[config.mk]
export PLATFORM = sky130hd
export DESIGN_NAME = wb_stage
export DESIGN_NICKNAME = d
export VERILOG_FILES = /design/src/rtl/mips_pkg.sv /design/src/rtl/load_align.sv /design/src/rtl/wb_stage.sv
export SDC_FILE = /design/constraint.sdc
export NUM_CORES = 1
export LEC_CHECK = 0
export CAP_MARGIN = 25
export CORE_MARGIN = 10
export CORE_UTILIZATION = 44
export CTS_BUF_LIST = sky130_fd_sc_hd__clkbuf_16
export DETAILED_ROUTE_END_ITERATION = 10
export PLACE_DENSITY = 0.79
export SYNTH_ARGS = -nofsm -noshare
export SYNTH_HDL_FRONTEND = slang
export SYNTH_SLANG_ARGS = --single-unit
export TNS_END_PERCENT = 20
[constraint.sdc]
create_clock -name clock -period 3 [get_ports clock]
set_input_delay 0.45 -clock clock [delete_from_list [all_inputs] [get_ports clock]]
set_output_delay 0.45 -clock clock [all_outputs]
set_load 0.01 [all_outputs]
[src/rtl/mips_pkg.sv]
// Shared encodings for the MIPS core pipeline: writeback source select,
// load width/extension type and the hard-wired zero register.
package mips_pkg;

  typedef enum logic [1:0] {
    WB_ALU  = 2'd0,
    WB_LOAD = 2'd1,
    WB_LINK = 2'd2,
    WB_RSVD = 2'd3
  } wb_sel_e;

  typedef enum logic [2:0] {
    LT_LW  = 3'd0,
    LT_LH  = 3'd1,
    LT_LHU = 3'd2,
    LT_LB  = 3'd3,
    LT_LBU = 3'd4
  } load_type_e;

  localparam logic [4:0] REG_ZERO = 5'd0;

endpackage

[src/rtl/load_align.sv]
// Big-endian load lane selection and sign/zero extension, with a misalignment
// flag for halfword and word accesses. Purely combinational.
module load_align
  import mips_pkg::*;
(
  input  logic [31:0] rawWord_i,
  input  logic [1:0]  offset_i,
  input  logic [2:0]  loadType_i,
  output logic [31:0] data_o,
  output logic        misalign_o
);

  logic [7:0]  byteSel;
  logic [15:0] halfSel;

  // Byte lane 0 is the most significant byte of the word.
  always_comb begin
    byteSel = rawWord_i[31:24];
    case (offset_i)
      2'd0:    byteSel = rawWord_i[31:24];
      2'd1:    byteSel = rawWord_i[23:16];
      2'd2:    byteSel = rawWord_i[15:8];
      default: byteSel = rawWord_i[7:0];
    endcase
    halfSel = offset_i[1] ? rawWord_i[15:0] : rawWord_i[31:16];
  end

  // Undefined load types fall into the word path so the result is never X.
  always_comb begin
    data_o     = rawWord_i;
    misalign_o = (offset_i != 2'd0);
    case (loadType_i)
      LT_LH: begin
        data_o     = {{16{halfSel[15]}}, halfSel};
        misalign_o = offset_i[0];
      end
      LT_LHU: begin
        data_o     = {16'h0000, halfSel};
        misalign_o = offset_i[0];
      end
      LT_LB: begin
        data_o     = {{24{byteSel[7]}}, byteSel};
        misalign_o = 1'b0;
      end
      LT_LBU: begin
        data_o     = {24'h000000, byteSel};
        misalign_o = 1'b0;
      end
      default: begin
        data_o     = rawWord_i;
        misalign_o = (offset_i != 2'd0);
      end
    endcase
  end

endmodule

[src/rtl/wb_stage.sv]
// MEM/WB pipeline register and writeback stage: selects ALU/load/link data at
// capture and drives the register-file write port and forwarding tap from flops.
module wb_stage
  import mips_pkg::*;
#(
  parameter logic [31:0] LINK_OFFSET = 32'd8,
  parameter int          CNT_W       = 32
) (
  input  logic             clock,
  input  logic             reset,
  input  logic             stall,
  input  logic             flush,
  input  logic             mem_valid,
  input  logic             mem_reg_write,
  input  logic [4:0]       mem_dest,
  input  logic [1:0]       mem_wb_sel,
  input  logic [2:0]       mem_load_type,
  input  logic [31:0]      mem_alu_result,
  input  logic [31:0]      mem_load_data,
  input  logic [31:0]      mem_pc,
  output logic [4:0]       d,
  output logic [31:0]      rd,
  output logic             rwe,
  output logic             fwd_valid,
  output logic [4:0]       fwd_dest,
  output logic [31:0]      fwd_data,
  output logic             misalign,
  output logic [CNT_W-1:0] retired
);

  logic [31:0] alignData;
  logic        alignMis;
  logic [31:0] selData;
  logic        selMis;

  logic [4:0]       dest_q,     dest_d;
  logic [31:0]      data_q,     data_d;
  logic             rwe_q,      rwe_d;
  logic             fwdValid_q, fwdValid_d;
  logic             misalign_q, misalign_d;
  logic             pending_q,  pending_d;
  logic [CNT_W-1:0] retired_q,  retired_d;

  load_align u_loadAlign (
    .rawWord_i  (mem_load_data),
    .offset_i   (mem_alu_result[1:0]),
    .loadType_i (mem_load_type),
    .data_o     (alignData),
    .misalign_o (alignMis)
  );

  // Reserved select code resolves to the ALU result.
  always_comb begin
    selData = mem_alu_result;
    selMis  = 1'b0;
    case (wb_sel_e'(mem_wb_sel))
      WB_LOAD: begin
        selData = alignData;
        selMis  = alignMis;
      end
      WB_LINK: selData = mem_pc + LINK_OFFSET;
      default: selData = mem_alu_result;
    endcase
  end

  // rwe_q and pending_q are only ever set on capture, so clearing them on a
  // held cycle is what makes a stalled instruction write and retire once.
  always_comb begin
    dest_d     = dest_q;
    data_d     = data_q;
    rwe_d      = rwe_q;
    fwdValid_d = fwdValid_q;
    misalign_d = misalign_q;
    pending_d  = pending_q;
    retired_d  = retired_q + {{(CNT_W-1){1'b0}}, pending_q};
    if (flush) begin
      rwe_d      = 1'b0;
      fwdValid_d = 1'b0;
      misalign_d = 1'b0;
      pending_d  = 1'b0;
    end else if (stall) begin
      rwe_d      = 1'b0;
      pending_d  = 1'b0;
    end else begin
      dest_d     = mem_dest;
      data_d     = selData;
      misalign_d = mem_valid & selMis;
      fwdValid_d = mem_valid & mem_reg_write & (mem_dest != REG_ZERO) & ~selMis;
      rwe_d      = fwdValid_d;
      pending_d  = mem_valid & ~selMis;
    end
  end

  always_ff @(posedge clock or posedge reset) begin
    if (reset) begin
      dest_q     <= REG_ZERO;
      data_q     <= 32'h0;
      rwe_q      <= 1'b0;
      fwdValid_q <= 1'b0;
      misalign_q <= 1'b0;
      pending_q  <= 1'b0;
      retired_q  <= '0;
    end else begin
      dest_q     <= dest_d;
      data_q     <= data_d;
      rwe_q      <= rwe_d;
      fwdValid_q <= fwdValid_d;
      misalign_q <= misalign_d;
      pending_q  <= pending_d;
      retired_q  <= retired_d;
    end
  end

  assign d         = dest_q;
  assign rd        = data_q;
  assign rwe       = rwe_q;
  assign fwd_valid = fwdValid_q;
  assign fwd_dest  = dest_q;
  assign fwd_data  = data_q;
  assign misalign  = misalign_q;
  assign retired   = retired_q;

endmodule
==> results.toml <==
[routing]
vias = 5719
drc = 0
drtIter0Drc = 618
avgRoutedWirePerCell_um = 23.0
ant_nets = 0
drt-total-wl_um = 21800
dr.pass1.iters = 7
vias_per_cell = 6.05

[sta]
rsz0062_at_grt = "false"
hold_viol_final = 0
post-route-min-period_ps = 2480
slew_headroom_pct = 59.6
worstMarginPinSlew_ps = 607
setup-violations-final = 0
fmax_mhz = 403
setup_tns_ps = 0
slew_violations = 0
min_period_over_period_pct = 82.7
skew_ps = 10.0
worst_slack_ps = 520

[logic_synthesis]
synth_cells = 610
ys_seq_area_share_pct = 34.7
syn-num-nets = 727
synth_warnings = 0
synth.distinct_cells = 63
syn_area_sq_mm = 0.00527
synth_edf_count = 0
syn_area_per_cell_sq_um = 8.64
ys.flop_type = "dfrtp_1"
ys_seq_elements = 73
synthArstFlopShare_pct = 100

[clock_network]
cts_setup_buffers = 0
clk_latency_ps = 330
cts_hold_repair.buffers = 0
cts_resized = 0
clock_sinks = 73
clock_path_buffers = 2
numCtsBuffers = 9
root_buffer = "clkbuf_16"
cts_tree = "done"
clk_pin_slew_worst_paths_ps = 60
htreeDepth = 3

[layout]
layout-drive-gt1-share_pct = 7.60
num_antenna_cells = 0
post-route-cell-area_sq_mm = 0.00775
final_common_cell = "clkdlybuf4s50_1"
area_growth_pct = 47.0
fin_nets = 915
finalNonFillerCells = 946
final_cell_mix = "clkdlybuf4s50_1, dfrtp_1, nand2_1"
n_fill_cell = 943

[outcome]
outcome = "completed"

[placed_design]
place_ws_ps = 233
placement.cell_area_sq_mm = 0.00744
dp.cells = 930
gp_congestion = 0.985
dp_hpwl_um = 17400
io_buffers = 220

[pwr]
p_per_area_mw_per_mm2 = 457
p_comb_share_pct = 33.6
peakVddDrop_v = 0.000218
switching_share_pct = 32.2
p_int_mw = 2.40
clock_power_share_pct = 31.6
p_seq_share_pct = 34.8
leakagePower_nw = 3.05
switchingPower_mw = 1.14

[worst_setup_path]
critPathKind = "in -> reg"
worstSetupStartpointType = "input pin"
end_kind = "flip-flop"
crit_arrival_ps = 2680
required_ps = 3200
rr_worst_depth = 8
crit_fanout = 9

[global_routing]
grt_pass1_vias = 5795
grt-ovfl-total = 0
track_usage_pct = 25.0
antenna_found_initial = 0
grt_pass1_wl_um = 32600
grt_max_degree = 41

[die]
die_x_um = 129
rows = 39
die_area_sq_mm = 0.0168
start_util_pct = 45.6
core_area_sq_mm = 0.0116
die_y_um = 129
num_io_pins = 221

[hold_path]
hold_path_class = "reg -> reg"
whs_path_depth = 1

[run]
cap_viol_max_count = 0
state kept, by name, summed over array words and instances (netlist names):
register,flops
d,5
fwd_data,32
fwd_valid,1
rwe,1
retired,32
misalign,1
pending_q,1
metal layers:
layer	vias up	track usage [%]	wire [um]
li1	2605	-	-
met1	2741	29.8	8670
met2	336	42.7	10400
met3	37	6.73	2170
met4	0	8.53	535
met5	-	0	0
critical path, cell delays in order:
cell	delay, ps
clkdlybuf4s50_1	530
mux4_2	520
and3_4	230
a221o_1	300
a221oi_1	500
o21ai_1	140
power by group through the flow:
stage	Sequential [mW]	Combinational, mW	Clock [mW]
detailed placement	1.25	1.19	0
global route	1.25	1.27	1.17
CTS	1.23	1.19	1.13
floorplan	1.26	0.511	0
global placement	1.24	1.18	0
finish	1.23	1.19	1.12
worst paths after layout:
kind / startpoint / end / slack [ps]
max: mem_load_data[23] / fwd_data[12] / 520
min: pending_q / retired[0] / 470
max reg2reg: retired[0] / retired[26] / 860
min reg2reg: pending_q / retired[0] / 470
max in group asynchronous: reset / fwd_data[2] / 2060
min in group asynchronous: reset / retired[12] / 540
cell families (layout without fill, tap and decap cells):
kind of cell	after synthesis	count (layout)	synth area share (%)
compound gates	163	163	20.8
xor+xnor	51	51	8.48
flops	73	73	34.7
buf+inv	90	283	9.57
mux	10	10	2.73
fa+ha+maj	7	7	1.57
simple gates	216	216	22.2
Yosys cell counts (8+ instances only):
master,number,share of area (%)
inv_1,17,1.2
a221oi_1,8,1.3
nand2b_1,8,0.95
nor2_1,27,1.9
clkbuf_1,23,1.6
xor2_1,13,2.2
a21oi_1,31,2.9
buf_4,37,5.3
buf_2,10,0.95
o21ai_0,37,3.5
xnor2_1,38,6.3
nand4_1,19,2.3
and3_1,15,1.8
and4_1,13,2.2
nand3_1,31,2.9
or3_1,11,1.3
o21a_1,9,1.3
o211ai_1,10,1.4
a31oi_1,12,1.4
nand2_1,53,3.8
dfrtp_1,73,35
final cells by class:
type | instances | area, sq um | share of cell area (%)
repair buffers | 250 | 2430 | 31.3
multi-input cells | 447 | 2950 | 38.0
flip-flops and latches | 73 | 1830 | 23.6
inverters | 17 | 63.8 | 0.824
clock inverters | 7 | 80.1 | 1.03
well taps | 143 | 179 | 2.31
clock buffers | 9 | 225 | 2.91
through the flow:
step / total power, mW / utilization, % / hold WS (ps)
2_1_floorplan: 1.77 / - / 443
3_3_place_gp: 2.42 / 64.4 / 452
3_5_place_dp: 2.43 / 64.4 / 461
4_1_cts: 3.56 / 67.0 / 475
5_1_grt: 3.69 / 67.0 / 498
6_report: 3.54 / 67.0 / 469
(Power assumes the default switching activity.)
